==> src/rtl/viterbi_link_sched.sv <==
// viterbi_link_sched
// Frame scheduler that shares one rate-1/2 encoder -> channel -> Viterbi
// decoder link between NREQ requesters. A round-robin arbiter grants one
// frame at a time. The frame is sent LSB-first into the encoder, followed by
// TAIL zero bits that terminate the trellis. The block then waits out the
// decoder latency, collects FRAME_LEN decoded bits and returns them tagged
// with the requester ID.
//
// Ports:
//   clk          rising-edge clock
//   rst          asynchronous active-low reset (also resets the decoder)
//   req_valid    per-requester frame available
//   req_data     requester i frame at [i*FRAME_LEN +: FRAME_LEN]
//   req_ready    one-hot accept pulse, only in IDLE (combinational)
//   enc_en       registered encoder enable
//   enc_bit      registered encoder data bit, 0 whenever enc_en is 0
//   dec_bit      decoder output bit
//   rsp_valid    decoded frame available, held until rsp_ready
//   rsp_id       requester that owns rsp_data
//   rsp_data     decoded frame, bit 0 = first bit sent
//   rsp_ready    response consumer accept
//   busy         high while a frame is in flight or waiting for accept
//   frames_done  count of accepted responses, wraps silently
module viterbi_link_sched #(
  parameter int NREQ      = 4,
  parameter int FRAME_LEN = 16,
  parameter int TAIL      = 2,
  parameter int DEC_LAT   = 20,
  parameter int IDW       = $clog2(NREQ),
  parameter int CW        = $clog2(DEC_LAT + FRAME_LEN + 1)
) (
  input  logic                      clk,
  input  logic                      rst,
  input  logic [NREQ-1:0]           req_valid,
  input  logic [NREQ*FRAME_LEN-1:0] req_data,
  output logic [NREQ-1:0]           req_ready,
  output logic                      enc_en,
  output logic                      enc_bit,
  input  logic                      dec_bit,
  output logic                      rsp_valid,
  output logic [IDW-1:0]            rsp_id,
  output logic [FRAME_LEN-1:0]      rsp_data,
  input  logic                      rsp_ready,
  output logic                      busy,
  output logic [15:0]               frames_done
);

  typedef enum logic [1:0] {
    S_IDLE = 2'd0,
    S_RUN  = 2'd1,
    S_RESP = 2'd2
  } state_t;

  // Cycle-counter landmarks inside RUN.
  localparam logic [CW-1:0] PAY_LAST  = CW'(FRAME_LEN - 1);
  localparam logic [CW-1:0] ENC_LAST  = CW'(FRAME_LEN + TAIL - 1);
  localparam logic [CW-1:0] CAP_FIRST = CW'(DEC_LAT);
  localparam logic [CW-1:0] CAP_LAST  = CW'(DEC_LAT + FRAME_LEN - 1);

  state_t                r_state;
  state_t                w_state_nx;
  logic [IDW-1:0]        r_ptr;
  logic [CW-1:0]         r_cyc;
  logic [FRAME_LEN-1:0]  r_sr;
  logic                  r_enc_en;
  logic                  r_enc_bit;
  logic                  r_rsp_valid;
  logic [IDW-1:0]        r_rsp_id;
  logic [FRAME_LEN-1:0]  r_rsp_data;
  logic [15:0]           r_frames_done;

  logic                  w_found;
  logic [IDW-1:0]        w_gnt;
  logic [IDW:0]          w_idx;
  logic [IDW-1:0]        w_ptr_nx;
  logic [FRAME_LEN-1:0]  w_frame;

  // Round-robin search: first valid requester starting at r_ptr, wrapping.
  always_comb begin
    w_found = 1'b0;
    w_gnt   = {IDW{1'b0}};
    w_idx   = {(IDW+1){1'b0}};
    for (int k = 0; k < NREQ; k++) begin
      w_idx = {1'b0, r_ptr} + (IDW+1)'(k);
      if (w_idx >= (IDW+1)'(NREQ)) begin
        w_idx = w_idx - (IDW+1)'(NREQ);
      end else begin
        w_idx = w_idx;
      end
      if (!w_found && req_valid[w_idx[IDW-1:0]]) begin
        w_found = 1'b1;
        w_gnt   = w_idx[IDW-1:0];
      end else begin
        w_found = w_found;
      end
    end
  end

  // Frame slice of the granted requester and the pointer that follows it.
  always_comb begin
    w_frame = {FRAME_LEN{1'b0}};
    for (int i = 0; i < NREQ; i++) begin
      if (IDW'(i) == w_gnt) begin
        w_frame = req_data[i*FRAME_LEN +: FRAME_LEN];
      end else begin
        w_frame = w_frame;
      end
    end
    if (w_gnt == IDW'(NREQ - 1)) begin
      w_ptr_nx = {IDW{1'b0}};
    end else begin
      w_ptr_nx = w_gnt + IDW'(1);
    end
  end

  // FSM state register.
  always_ff @(posedge clk or negedge rst) begin
    if (!rst) begin
      r_state <= S_IDLE;
    end else begin
      r_state <= w_state_nx;
    end
  end

  // FSM next state and the combinational accept pulse.
  // req_ready is also gated by rst so that nothing is accepted during reset.
  always_comb begin
    w_state_nx = r_state;
    req_ready  = {NREQ{1'b0}};
    case (r_state)
      S_IDLE: begin
        if (w_found && rst) begin
          w_state_nx       = S_RUN;
          req_ready[w_gnt] = 1'b1;
        end else begin
          w_state_nx = S_IDLE;
        end
      end
      S_RUN: begin
        if (r_cyc == CAP_LAST) begin
          w_state_nx = S_RESP;
        end else begin
          w_state_nx = S_RUN;
        end
      end
      S_RESP: begin
        if (rsp_ready) begin
          w_state_nx = S_IDLE;
        end else begin
          w_state_nx = S_RESP;
        end
      end
      default: w_state_nx = S_IDLE;
    endcase
  end

  // Datapath: grant latch, serializer, decoded-bit capture, response counter.
  // enc_en/enc_bit are precomputed one cycle ahead so that they hold the
  // value for the current r_cyc. Decoded bits shift in from the top, so the
  // first captured bit ends up in bit 0.
  always_ff @(posedge clk or negedge rst) begin
    if (!rst) begin
      r_ptr         <= {IDW{1'b0}};
      r_cyc         <= {CW{1'b0}};
      r_sr          <= {FRAME_LEN{1'b0}};
      r_enc_en      <= 1'b0;
      r_enc_bit     <= 1'b0;
      r_rsp_valid   <= 1'b0;
      r_rsp_id      <= {IDW{1'b0}};
      r_rsp_data    <= {FRAME_LEN{1'b0}};
      r_frames_done <= 16'd0;
    end else begin
      case (r_state)
        S_IDLE: begin
          if (w_found) begin
            r_sr      <= w_frame >> 1;
            r_enc_bit <= w_frame[0];
            r_enc_en  <= 1'b1;
            r_rsp_id  <= w_gnt;
            r_cyc     <= {CW{1'b0}};
            r_ptr     <= w_ptr_nx;
          end
        end
        S_RUN: begin
          r_cyc    <= r_cyc + CW'(1);
          r_enc_en <= (r_cyc < ENC_LAST);
          if (r_cyc < PAY_LAST) begin
            r_enc_bit <= r_sr[0];
            r_sr      <= r_sr >> 1;
          end else begin
            r_enc_bit <= 1'b0;
          end
          if (r_cyc >= CAP_FIRST) begin
            r_rsp_data <= {dec_bit, r_rsp_data[FRAME_LEN-1:1]};
          end
          if (r_cyc == CAP_LAST) begin
            r_rsp_valid <= 1'b1;
          end
        end
        S_RESP: begin
          if (rsp_ready) begin
            r_rsp_valid   <= 1'b0;
            r_frames_done <= r_frames_done + 16'd1;
          end
        end
        default: begin
          r_enc_en  <= 1'b0;
          r_enc_bit <= 1'b0;
        end
      endcase
    end
  end

  assign enc_en      = r_enc_en;
  assign enc_bit     = r_enc_bit;
  assign rsp_valid   = r_rsp_valid;
  assign rsp_id      = r_rsp_id;
  assign rsp_data    = r_rsp_data;
  assign frames_done = r_frames_done;
  assign busy        = (r_state != S_IDLE);

endmodule

==> config.mk <==
export PLATFORM = sky130hd
export DESIGN_NAME = viterbi_link_sched
export DESIGN_NICKNAME = d
export VERILOG_FILES = /design/src/rtl/viterbi_link_sched.sv
export SDC_FILE = /design/constraint.sdc
export NUM_CORES = 1
export LEC_CHECK = 0
export CAP_MARGIN = 25
export CORE_ASPECT_RATIO = 1.75
export CORE_UTILIZATION = 49
export CTS_CLUSTER_DIAMETER = 150
export DETAILED_ROUTE_END_ITERATION = 10
export MAX_ROUTING_LAYER = met4
export PLACE_DENSITY = 0.9
export SETUP_SLACK_MARGIN = 0.05
export SLEW_MARGIN = 20
export SYNTH_ARGS = -nofsm -noshare
export SYNTH_HDL_FRONTEND = slang
export SYNTH_SLANG_ARGS = --single-unit
==> constraint.sdc <==
create_clock -name clk -period 5.9 [get_ports clk]
set_input_delay 1.18 -clock clk [delete_from_list [all_inputs] [get_ports clk]]
set_output_delay 1.18 -clock clk [all_outputs]
set_load 0.05 [all_outputs]
==> flow_summary.yaml, run 1 <==
drt:
  drc: 0
  viasPerCell: 5.80
  dr.pass1.iters: 5
  vias: 3081
  drt-total-wl_mm: 8.35
  routedWlPerCell_microns: 15.7
  drt_iter0_drc: 175
  antenna_left: 0
timing:
  slew_viol_final: 0
  setup_viol: 0
  rsz0062_at_grt: "no"
  tightestPinTransition_ns: 0.765
  tns_ns: 0
  hold_viol: 0
  max_freq_mhz: 193
  finClkSkew_ns: 0.00352
  period_minus_slack_ns: 5.19
  period_share_pct: 88.0
  relSlewSlack_pct: 49.0
pwr:
  power.leakage_nw: 2.14
  power_density_mw_per_mm2: 437
  peakVddDrop_mv: 0.280
hold_path:
  min_from: "r_sr[11]$_DFFE_PN0P_"
  min_to: "r_sr[11]$_DFFE_PN0P_"
  hp-class: "register to register"
  hold_depth: 2
floorplan:
  dieArea_sq_mm: 0.00721
  die_w_microns: 64.6
  die_h_microns: 112
  core.rowCount: 39
  coreArea_sq_mm: 0.00659
  initial_core_util_pct: 51.1
  io-pin-count: 114
clock_network:
  cts-root-buf: "clkbuf_16"
  clk_latency_ns: 0.32
  cts_resized: 0
  cts_buffers: 9
  cts_max_path_buffers: 2
  cts_tree: "yes"
  cts.sinks: 62
  htree_levels: 3
  postCtsHoldBufs: 0
  clkSlewWorstSetupHoldPaths_ns: 0.05
  post_cts_buffers: 0
worst_setup_path:
  path_buf_inv: 3
  crit_path_frequent_cell: "clkdlybuf4s50_1"
  worstSetupPathType: "primary input to output port"
  cpLargestDelayFamily: "buffers and inverters"
  critPathMaxFanout: 19
  r2r-start: "r_ptr[1]$_DFFE_PN0P_"
  endpoint_kind: "output port"
  reg2regPathDepth: 10
  cp.arrival_ns: 4.01
  rr_endpoint: "r_sr[11]$_DFFE_PN0P_"
  crit_chain: "clkdlybuf4s50_1, nand2b_1, a21o_1, nand4_1, inv_1, ha_1, and3_1, clkdlybuf4s50_1"
  cp_slowest_stage_delay_ns: 0.80
  cp.required_ns: 4.72
  cpMaxStageDelayCell: "clkdlybuf4s50_1"
  worst-r2r-setup-slack_ns: 2.92
  critPathLaunchType: "primary input"
final_layout:
  multiInputGateArea_sq_mm: 0.00162
  nFillCells: 458
  regArea_sq_mm: 0.00155
  nets: 524
  area_delta_synth_final_pct: 44.5
  fin_util_pct: 73.8
  num_antenna_cells: 0
  drive_gt1_share_pct: 10.2
logic_synthesis:
  syn_nets: 417
  ys.warnings.count: 0
  async_flop_share_pct: 100
  synthTopCellsByArea: "dfrtp_1, mux2_2, a221oi_1"
  yosysUniqueCellTypes: 50
  synthesis.area_sq_mm: 0.00336
  synthFlopType: "dfrtp_1"
  syn_area_per_cell_sq_um: 9.98
  netlist_instances: 337
  synth_top_area_share_pct: 46.1
  yosysSeqAreaShare_pct: 46.1
  ys_seq_elements: 62
  synth-edff-count: 0
  yosysTopAreaCell: "dfrtp_1"
global_routing:
  grt_start_max_net_pins: 49
  antenna_found_initial: 0
  grt-busiest-layer: "met2"
  met3_usage_pct: 4.61
  grtUsageMet2_pct: 44.8
  overflow: 0
  grt_first_pass_wirelength_mm: 13.6
  grt_pass1_vias: 3040
  grt_use_met1_pct: 26.3
  gr-usage-all-layers_pct: 25.1
outcome:
  status: "completed"
placement:
  place.gp.congestion: 0.774
  hpwl_mm: 5.79
  port_buffers: 113
run:
  cap_violations: 0
## worst reg2reg max path: cells and delay by family, from the launching register on
family,cells,cell delay (ns)
DFF,1,0.44
adders and majority gates,1,0.59
buffers and inverters,2,0.38
AOI/OAI and AO/OA,4,0.90
and+or+nand+nor,3,0.52
## layer usage
metal / routed length (microns) / part of all wire, %
met1: 3170 / 38
met2: 4660 / 56
met5: 0 / 0
met4: 184 / 2.2
met3: 348 / 4.2
## synthesized netlist by cell type, drive strengths merged, types with 8 or more instances
master	count
inv	21
clkbuf	12
buf	11
a21oi	18
a221o	13
nand2	34
mux2	18
nor2	26
o31ai	15
a221oi	16
o21ai	10
dfrtp	62
xnor2	12
ha	8
## layout make-up
cell class	count	share of cell area (%)
well taps	82	2.11
flip-flops and latches	62	31.9
inverters	21	1.62
multi-input cells	231	33.3
clock inverters	3	1.34
clock buffers	13	5.56
repair buffers	119	24.2
## logic make-up after synthesis
group / Yosys count / synth area share [%]
adders and majority gates: 8 / 2.98
xor gates and xnor gates: 15 / 3.90
DFF: 62 / 46.1
AOI/OAI and AO/OA: 87 / 19.4
muxes: 19 / 6.32
buffers and inverters: 44 / 5.76
and+or+nand+nor: 102 / 15.5
## worst max path at each step
| stage | from | end | slack (ns) | depth (start not counted) |
|---|---|---|---|---|
| after detailed placement | req_valid[3] | req_ready[1] | 0.76 | 8 |
| after global placement | req_valid[3] | req_ready[1] | 0.88 | 8 |
| after CTS | req_valid[3] | req_ready[1] | 0.72 | 8 |
| after global routing | req_valid[3] | req_ready[1] | 0.54 | 8 |
| final | req_valid[3] | req_ready[1] | 0.71 | 8 |
| after floorplan | req_valid[0] | req_ready[2] | 1.76 | 6 |
## state kept, by name, summed over array words and instances (netlist names)
signal	count
enc_bit	1
rsp_data	16
r_ptr	2
r_sr	15
r_state	2
r_cyc	6
enc_en	1
frames_done	16
rsp_id	2
rsp_valid	1
## power by group
part           internal [mW]  total (mW)  switching, mW  leakage (nW)
Clock                  0.403       0.580          0.177         0.166
Combinational          0.381       0.911          0.529          1.16
Sequential             0.541       0.636         0.0943         0.809
Total                   1.33        2.13          0.800          2.14
## placed cells by master (no fill, tap or decap), drive strengths merged, types with 3 or more instances in the layout
cell type	netlist	layout
o21ai	10	10
a221o	13	13
nand3b	3	3
xnor2	12	12
inv	21	21
ha	8	8
buf	11	6
clkdlybuf4s50	0	112
a21oi	18	18
dfrtp	62	62
nand4	7	7
o31ai	15	15
and3	5	5
xor2	3	3
clkbuf	12	14
nor2b	6	6
nand3	7	7
mux2	18	18
nand2b	4	4
a221oi	16	16
nor2	26	26
nand2	34	34
## metrics by stage
stage / setup slack [ns] / hold WS [ns] / cell area [sq um] / total power [mW] / instances
floorplan: 1.76 / 0.448 / 3360 / 1.29 / 337
CTS: 0.720 / 0.480 / 4840 / 2.11 / 529
finish: 0.709 / 0.481 / 4860 / 2.13 / 531
global route: 0.540 / 0.508 / 4860 / 2.24 / 531
global placement: 0.883 / 0.461 / 4510 / 1.48 / 513
detailed placement: 0.763 / 0.468 / 4510 / 1.52 / 513
No activity file was read; power rests on OpenSTA's default activity.
==> run 2: changes to the inputs <==
--- a/config.mk
+++ b/config.mk
@@ -6,7 +6,7 @@
 export NUM_CORES = 1
 export LEC_CHECK = 0
 export CAP_MARGIN = 25
-export CORE_ASPECT_RATIO = 1.75
+export CORE_ASPECT_RATIO = 1.4
 export CORE_UTILIZATION = 49
 export CTS_CLUSTER_DIAMETER = 150
 export DETAILED_ROUTE_END_ITERATION = 10
==> flow_summary.yaml, run 2 (synthesized netlist as in run 1, its figures left out) <==
outcome:
  status: "completed"
final_layout:
  area_delta_synth_final_pct: 41.8
  nets: 524
  mostFrequentLayoutCell: "clkdlybuf4s50_1"
  num_antenna_cells: 0
  drive_gt1_share_pct: 10.5
  layout_common_cells: "clkdlybuf4s50_1, dfrtp_1, nand2_1"
  fin_cells: 541
hold_path:
  min_to: "frames_done[15]$_DFFE_PN0P_"
  min_from: "frames_done[15]$_DFFE_PN0P_"
  hp-class: "register to register"
  hold_depth: 1
clock_network:
  cts_buffers: 9
  post_cts_buffers: 0
  clkSlewWorstSetupHoldPaths_ns: 0.07
  htree_levels: 3
  postCtsHoldBufs: 0
  cts_tree: "yes"
  cts_max_path_buffers: 2
  cts.sinks: 62
  cts_resized: 0
  clk_latency_ns: 0.33
  cts-root-buf: "clkbuf_8"
worst_setup_path:
  reg2regPathDepth: 10
  critPathMaxFanout: 19
  rr_endpoint: "r_sr[11]$_DFFE_PN0P_"
  worstSetupPathType: "primary input to output port"
  cp.required_ns: 4.72
  r2r-start: "r_ptr[0]$_DFFE_PN0P_"
  cp.arrival_ns: 3.96
  worst-r2r-setup-slack_ns: 3.03
  endpoint_kind: "output port"
  critPathLaunchType: "primary input"
drt:
  antenna_left: 0
  drt-total-wl_mm: 7.94
  dr.pass1.iters: 4
  drt_iter0_drc: 117
  routedWlPerCell_microns: 14.7
  drc: 0
  vias: 3020
  viasPerCell: 5.58
floorplan:
  coreArea_sq_mm: 0.00661
  io-pin-count: 114
  die_w_microns: 72.0
  initial_core_util_pct: 50.9
  dieArea_sq_mm: 0.00721
  core.rowCount: 35
  die_h_microns: 100
placement:
  place.gp.congestion: 0.854
  hpwl_mm: 5.65
  port_buffers: 113
  dp.cells: 523
pwr:
  power_switching_mw: 0.787
  pwr-share-clk_pct: 21.7
  power_density_mw_per_mm2: 413
  p_comb_share_pct: 45.9
  power.leakage_nw: 2.09
  internal-power_mw: 1.18
  pwr-share-seq_pct: 32.3
  swShare_pct: 39.9
  peakVddDrop_mv: 0.226
timing:
  tightestPinTransition_ns: 0.783
  relSlewSlack_pct: 47.8
  hold_viol: 0
  slew_viol_final: 0
  tns_ns: 0
  finClkSkew_ns: 0.00743
  period_share_pct: 87.1
  rsz0062_at_grt: "no"
  period_minus_slack_ns: 5.14
  max_freq_mhz: 194
  setup_viol: 0
global_routing:
  grt_pass1_vias: 3035
  grt_start_max_net_pins: 46
  gr-usage-all-layers_pct: 24.4
  overflow: 0
  grt_first_pass_wirelength_mm: 13.4
  antenna_found_initial: 0
run:
  cap_violations: 0
## run 2: worst max-delay path by stage
stage | startpoint | endpoint | slack (ns) | depth (start not counted)
floorplan | req_valid[0] | req_ready[2] | 1.76 | 6
global placement | req_valid[3] | req_ready[1] | 0.86 | 8
detailed placement | req_valid[3] | req_ready[1] | 0.81 | 8
CTS | req_valid[3] | req_ready[1] | 0.79 | 8
global route | req_valid[3] | req_ready[1] | 0.57 | 8
finish | req_valid[3] | req_ready[1] | 0.76 | 8
## run 2: per-layer routing
layer	wire [microns]	share of wire (%)	vias to the layer above	track usage, %
met1	3120	39	1446	26.8
met3	423	5.3	16	4.72
met5	0	0	-	-
li1	-	-	1442	-
met4	171	2.2	0	10.7
met2	4220	53	116	42.5
## run 2: final cells by class
cell class | instances | area, sq um
well taps | 92 | 115
repair buffers | 119 | 1170
inverters | 21 | 78.8
flip-flops and latches | 62 | 1550
multi-input cells | 231 | 1620
fillers | 466 | 1840
clock inverters | 5 | 81.3
clock buffers | 11 | 151
## run 2: through the flow
step                area, sq um  hold slack, ns  total power, mW  util [%]  setup slack, ns
finish                     4770           0.473             1.97      72.2            0.758
CTS                        4750           0.478             1.96      71.9            0.792
detailed placement         4520           0.468             1.53      68.4            0.814
global route               4770           0.504             2.09      72.2            0.568
floorplan                  3360           0.448             1.29         -             1.76
global placement           4520           0.460             1.49      68.4            0.863
## run 2: power groups by stage
stage | clock, mW | sequential (mW) | combinational [mW]
2_1_floorplan | 0 | 0.750 | 0.542
3_3_place_gp | 0 | 0.632 | 0.856
3_5_place_dp | 0 | 0.642 | 0.884
4_1_cts | 0.434 | 0.637 | 0.892
5_1_grt | 0.451 | 0.653 | 0.983
6_report | 0.428 | 0.637 | 0.905
## run 2: worst max-delay path, cell delays in order
cell	delay (ns)
clkdlybuf4s50_1	0.47
nand2b_1	0.19
a211oi_1	0.24
nor2_1	0.12
inv_1	0.09
ha_1	0.59
and3_1	0.26
clkdlybuf4s50_1	0.81
==> run 3: changes to the inputs <==
--- a/config.mk
+++ b/config.mk
@@ -7,6 +7,7 @@
 export LEC_CHECK = 0
 export CAP_MARGIN = 25
 export CORE_ASPECT_RATIO = 1.4
+export CORE_MARGIN = 5
 export CORE_UTILIZATION = 49
 export CTS_CLUSTER_DIAMETER = 150
 export DETAILED_ROUTE_END_ITERATION = 10
==> flow_summary.yaml, run 3 (synthesized netlist as in run 1, its figures left out) <==
outcome:
  status: "completed"
clock_network:
  cts.sinks: 62
  cts_resized: 0
  cts_buffers: 9
  cts_max_path_buffers: 2
  clk_latency_ns: 0.33
  cts-root-buf: "clkbuf_8"
  clkSlewWorstSetupHoldPaths_ns: 0.06
  postCtsHoldBufs: 0
  cts_tree: "yes"
  post_cts_buffers: 0
  htree_levels: 3
worst_setup_path:
  path_buf_inv: 3
  reg2regPathDepth: 10
  cp.arrival_ns: 4.00
  critPathMaxFanout: 19
  cpMaxStageDelayCell: "clkdlybuf4s50_1"
  endpoint_kind: "output port"
  crit_path_frequent_cell: "clkdlybuf4s50_1"
  cpLargestDelayFamily: "buffers and inverters"
  crit_cells: 8
  cp.required_ns: 4.72
  critPathLaunchType: "primary input"
  cp_slowest_stage_delay_ns: 0.81
  crit_chain: "clkdlybuf4s50_1, nand2b_1, a21o_1, nand4_1, inv_1, ha_1, and3_1, clkdlybuf4s50_1"
  worstSetupPathType: "primary input to output port"
floorplan:
  coreArea_sq_mm: 0.00666
  initial_core_util_pct: 50.5
  dieArea_sq_mm: 0.00865
  io-pin-count: 114
  core.rowCount: 35
  die_h_microns: 108
  die_w_microns: 80.0
hold_path:
  hold_depth: 2
  hp-class: "register to register"
placement:
  port_buffers: 113
  place.gp.congestion: 0.875
  hpwl_mm: 6.09
global_routing:
  gr-usage-all-layers_pct: 19.7
  grt_pass1_vias: 2912
  antenna_found_initial: 0
  grtUsageMet2_pct: 33.5
  grt-busiest-layer: "met2"
  grt_first_pass_wirelength_mm: 13.1
  grt_use_met1_pct: 22.9
  grt_start_max_net_pins: 50
  met3_usage_pct: 4.17
  overflow: 0
final_layout:
  drive_gt1_share_pct: 10.5
  multiInputGateArea_sq_mm: 0.00162
  num_antenna_cells: 0
  fin_util_pct: 71.7
  mostFrequentLayoutCell: "clkdlybuf4s50_1"
  layout_common_cells: "clkdlybuf4s50_1, dfrtp_1, nand2_1"
  nets: 524
  regArea_sq_mm: 0.00155
  nFillCells: 507
  area_delta_synth_final_pct: 41.8
drt:
  drt_iter0_drc: 91
  vias: 2967
  drc: 0
  dr.pass1.iters: 4
  routedWlPerCell_microns: 14.9
  viasPerCell: 5.49
  drt-total-wl_mm: 8.07
  antenna_left: 0
timing:
  slew_viol_final: 0
  period_share_pct: 87.8
  rsz0062_at_grt: "no"
  hold_viol: 0
  tns_ns: 0
  finClkSkew_ns: 0.00909
  setup_viol: 0
  max_freq_mhz: 193
  period_minus_slack_ns: 5.18
  relSlewSlack_pct: 48.4
  tightestPinTransition_ns: 0.774
run:
  cap_violations: 0
pwr:
  power.leakage_nw: 2.09
  peakVddDrop_mv: 0.198
  power_density_mw_per_mm2: 408
[run 3: changes by cell type in the layout (fill, tap and decap cells not counted)]
cell | previous run | this run
buf_4 | 5 | 4
buf_8 | 0 | 1
clkinv_2 | 1 | 2
clkinv_4 | 1 | 0
clkinvlp_4 | 1 | 0
nor2b_1 | 6 | 5
nor2b_2 | 0 | 1
[run 3: worst paths after layout]
path | startpoint | to | slack (ns)
setup / recovery | req_valid[3] | req_ready[1] | 0.72
hold / removal | r_sr[11]$_DFFE_PN0P_ | r_sr[11]$_DFFE_PN0P_ | 0.48
setup reg to reg | r_ptr[1]$_DFFE_PN0P_ | r_sr[8]$_DFFE_PN0P_ | 2.94
hold reg to reg | r_sr[11]$_DFFE_PN0P_ | r_sr[11]$_DFFE_PN0P_ | 0.48
max in group asynchronous | rst | rsp_data[0]$_DFFE_PN0P_ | 4.21
min in group asynchronous | rst | frames_done[14]$_DFFE_PN0P_ | 0.76
[run 3: power by group]
group / switching (mW) / leakage [nW] / internal, mW
sequential: 0.0928 / 0.809 / 0.541
clock: 0.152 / 0.115 / 0.257
combinational: 0.518 / 1.17 / 0.385
total: 0.762 / 2.09 / 1.18
[run 3: area by class of cell]
cell class,instances,area share [%]
sequential,62,32.5
clock buffer,11,3.17
tap,92,2.41
inverter,21,1.65
clock inverter,4,1.47
timing repair buffer,119,24.8
multi-input combinational,231,34.0
[run 3: metal layers]
layer / vias to the layer above / wire length, microns
met5: - / 0
met4: 0 / 102
met3: 10 / 427
met2: 102 / 4200
met1: 1424 / 3340
li1: 1431 / -
[run 3: per-stage QoR]
step,area [sq um],instances,hold slack (ns),setup WS [ns],power [mW]
2_1_floorplan,3360,337,0.448,1.76,1.29
5_1_grt,4770,540,0.499,0.581,2.08
4_1_cts,4740,537,0.486,0.736,1.94
3_5_place_dp,4520,522,0.467,0.753,1.53
6_report,4770,540,0.483,0.722,1.94
3_3_place_gp,4520,522,0.459,0.843,1.49
[run 3: worst min-delay path, stage by stage (launching register included)]
cell and delay [ns]:
dfrtp_1 0.34, nand2_1 0.05, o31ai_1 0.05
==> RTL change 1, RTL diff (config.mk and constraints of run 3) <==
`FRAME_LEN`: 16 -> 8.
--- a/src/rtl/viterbi_link_sched.sv
+++ b/src/rtl/viterbi_link_sched.sv
@@ -23,7 +23,7 @@
 //   frames_done  count of accepted responses, wraps silently
 module viterbi_link_sched #(
   parameter int NREQ      = 4,
-  parameter int FRAME_LEN = 16,
+  parameter int FRAME_LEN = 8,
   parameter int TAIL      = 2,
   parameter int DEC_LAT   = 20,
   parameter int IDW       = $clog2(NREQ),
Interface: changed (resized req_data and rsp_data); port bits go from 114 to 74. The function was not compared with the original's and may differ.
==> RTL change 1 against run 3 <==
  * Setup slack got worse by 95 ps
  * Clock skew fell by 5.4 ps
  * Sequential power fell by 30%
  * Synthesized area fell by 28%
  * Non-clock buffer count fell by 43
  * Synthesized cell count fell by 23%
  * Critical path depth did not move
  * Power fell by 37%
  * Die area fell by 25%
  * Final cell count fell by 27%
  * Utilization fell by 3.1 points
  * Wire length fell by 34%
  * Design area fell by 30%
  * Sequential cell count fell by 17
==> RTL change 1: results (changes against run 3) <==
| Metric | Value |
|---|---|
| Reg2Reg Depth | 9 (-1) |
| Worst-path maximum fanout | 17 (-2) |
| Synthesized Nets | 305 (-27%) |
| Met1 Usage GRT | 18.74% (-4.2 points) |
| DRT iter0 DRCs | 102 (+12%) |
| Critical path origin | req_valid[1] |
| Routing usage on met2 | 30.18% (-3.4 points) |
| Total power | 0.001232 W (-37%) |
| Tmin final | 5273 ps (+95.50 ps) |
| DR WL met2 | 2.643 mm (-37%) |
| H-tree depth | 2 (-1) |
| Mux share of post-synthesis cell area | 5.087% (-1.2 points) |
| First-pass GRT wire length | 8.790 mm (-33%) |
| Relative max-transition margin | 41.62% (-6.8 points) |
| Hold Path Stages | 1 (-1) |
| Num CTS Buffers | 5 (-4) |
| Hold Path End | frames_done[15] |
| Min-delay src | frames_done[15] |
| Worst-path clk slew | 80 ps (+20 ps) |
| Setup Skew | 3.657 ps (-5.438 ps) |
| Wirelength per Cell | 13.56 um (-9.3%) |
| Synth Area in Compound Gates | 16.55% (-2.8 points) |
| Area post-placement | 0.003202 mm^2 (-29%) |
| Status | finished, final reports clean |
| Buffers added on ports | 73 (-35%) |
| Non-Filler Instances | 393 (-27%) |
| DP HPWL | 4.054 mm (-33%) |
| Met3 WL | 314 um (-26%) |
| Syn_area_per_cell | 9.437 um^2 (-5.5%) |
| Share of cells above drive strength 1 | 8.207% (-2.3 points) |
-- RTL change 1: cell types whose count changed after synthesis, sizes merged, moves of 7 or more --
| cell | run 3 | this run |
|---|---|---|
| a221o | 13 | 0 |
| a221oi | 16 | 7 |
| dfrtp | 62 | 45 |
| mux2 | 18 | 11 |
| nor2 | 26 | 19 |
| o21ai | 10 | 18 |
| o31ai | 15 | 7 |
-- RTL change 1: cells by family (layout without fill, tap and decap cells) --
group                      Yosys count  in the layout
and+or+nand+nor                     86             86
AOI/OAI and AO/OA                   62             62
DFF                                 45             45
buffers and inverters               31            102
xor gates and xnor gates            16             16
muxes                               11             11
adders and majority gates            7              7
-- RTL change 1: final cells by class --
class	instances	area (um^2)	share of cell area, %
multi-input cells	182	1180	35.52
flip-flops and latches	45	1126	33.90
repair buffers	76	748.2	22.52
clock buffers	6	82.58	2.486
well taps	64	80.08	2.411
inverters	18	67.56	2.034
clock inverters	2	37.54	1.130
==> RTL change 2, RTL diff (config.mk and constraints of run 3) <==
Made on the original files. Encoding of `state_t`: now one-hot (3 bits for 3 states).
--- a/src/rtl/viterbi_link_sched.sv
+++ b/src/rtl/viterbi_link_sched.sv
@@ -45,10 +45,10 @@
   output logic [15:0]               frames_done
 );
 
-  typedef enum logic [1:0] {
-    S_IDLE = 2'd0,
-    S_RUN  = 2'd1,
-    S_RESP = 2'd2
+  typedef enum logic [2:0] {
+    S_IDLE = 3'b001,
+    S_RUN  = 3'b010,
+    S_RESP = 3'b100
   } state_t;
 
   // Cycle-counter landmarks inside RUN.
Formal check against the unedited RTL: same outputs for any inputs over 10 cycles, from zero or initial values and one cycle with rst low; not proved beyond that.
==> RTL change 2 against run 3 <==
  * Setup slack better by 87 ps
  * Clock power down 14%
  * Design area up 1.5%
  * Power down 9.5%
  * Sequential power down 5.7%
  * Sequential cell count up 1
  * Wire length up 13%
  * First-iteration DRC count up 98%
  * Final cell count up 3.0%
  * Synthesized area up 2.9%
==> RTL change 2: results (changes against run 3) <==
| Metric | Value |
|---|---|
| Seq/Total Area, Yosys | 45.56% (-0.56 points) |
| Final-layout fill cell count | 546 (+7.7%) |
| Vias in the first global route | 3,134 (+7.6%) |
| Post-synth ARST share | 100.0% (unchanged) |
| Hold WS | 479.6 ps (-3.671 ps) |
| Status | finished, final reports clean |
| Setup slack, reg-to-reg | 2820 ps (-120 ps) |
| Setup Skew | 10.64 ps (+1.548 ps) |
| Synthesized instance count | 350 (+3.9%) |
| Reg-to-reg endpoint | r_sr[2] |
| Clk cell area share | 3.901% (-0.74 points) |
| Post-Synth XOR/XNOR Area | 4.552% (+0.65 points) |
| Critical path origin | req_valid[1] |
| Share of cells above drive strength 1 | 9.761% (-0.73 points) |
| Critical Path AT | 3910 ps (-90 ps) |
| Area post-placement | 0.004643 mm^2 (+2.8%) |
| Lkg Pwr | 2.038 nW (-2.5%) |
| DR pass1 iterations | 5 (+1) |
| Reg power frac | 33.9% (+1.3 points) |
| Placement Setup Slack | 805.3 ps (+52.27 ps) |
| Hold Path End | frames_done[15] |
| Fraction of area in multi-input gates | 36.19% (+2.2 points) |
| Leading post-synthesis cells by instance count | dfrtp_1 (62), nor2_1 (34), nand2_1 (30) |
| Non-Clock Buffer Count | 119 (unchanged) |
| Area contributors post-synth | dfrtp_1 (45%), mux2_2 (5.9%), a221oi_1 (4.0%) |
| Via count | 3,130 (+5.5%) |
| Seq cells | 63 (+1.6%) |
| Min-delay src | frames_done[15] |
| Least-Margin Pin Slew | 893.3 ps (+119.2 ps) |
| Global Route Usage Sum | 21.98% (+2.3 points) |
| Reg area | 0.001578 mm^2 (+1.7%) |
| Drt total wl | 9.127 mm (+13%) |
| DRT iter0 DRCs | 180 (+98%) |
| DP HPWL | 6.767 mm (+11%) |
| Hold Path Stages | 1 (-1) |
| Synth Area in Compound Gates | 12.83% (-6.6 points) |
| Non-Clock Inverter Count | 8 (-62%) |
| Design area | 0.004843 mm^2 (+1.5%) |
| Synthesized-area fraction occupied by adder cells | 2.890% (-0.085 points) |
| Synth unique cells | 51 (+2.0%) |
| Mux share of post-synthesis cell area | 6.792% (+0.47 points) |
| Pin count of the biggest net entering global routing | 65 (+30%) |
| Non-Filler Instances | 556 (+3.0%) |
| First-pass GRT wire length | 14.76 mm (+13%) |
| Clock-net power | 0.000353 W (-14%) |
| Reg2Reg Depth | 9 (-1) |
| CTS root buf | clkbuf_8 |
| Clock buf count | 10 (-1) |
| Multi-input comb cells | 255 (+10%) |
| Dpl cells | 539 (+3.3%) |
| Clk pwr share | 20.1% (-0.9 points) |
| Peak VDD IR | 229.3 uV (+16%) |
| Final Wtd Congestion | 0.8122 (-7.2%) |
| Non-clock buffer share of cell area | 24.26% (-0.53 points) |
| Syn Std Cell Area | 0.003463 mm^2 (+2.9%) |
| Synthesized Nets | 430 (+3.1%) |
## RTL change 2: cell types whose count changed in the layout (fill, tap and decap cells not counted), sizes merged, moves of 13 or more
cell   change
or4       +14
a221o     -13
nand3     +13
a41oi     +13
o31ai     -13
inv       -13
## RTL change 2: worst max path at each step
stage	to	slack [ps]	cells past startpoint
CTS	req_ready[1]	800	7
global route	req_ready[1]	670	7
finish	req_ready[1]	810	7
floorplan	req_ready[3]	1630	8
global placement	req_ready[1]	890	7
detailed placement	req_ready[1]	810	7
## RTL change 2: per-layer routing
| metal | global-route usage, % | part of all wire, % |
|---|---|---|
| met1 | 26.18 | 43 |
| met4 | 7.126 | 1.1 |
| met2 | 35.96 | 47 |
| met3 | 6.066 | 8.4 |
| met5 | - | 0 |
## RTL change 2: critical path: stages
cell and delay [ps]:
clkdlybuf4s50_1 470, or4_1 630, nand4_1 190, inv_1 90, ha_1 420, and2_1 240, clkdlybuf4s50_1 700
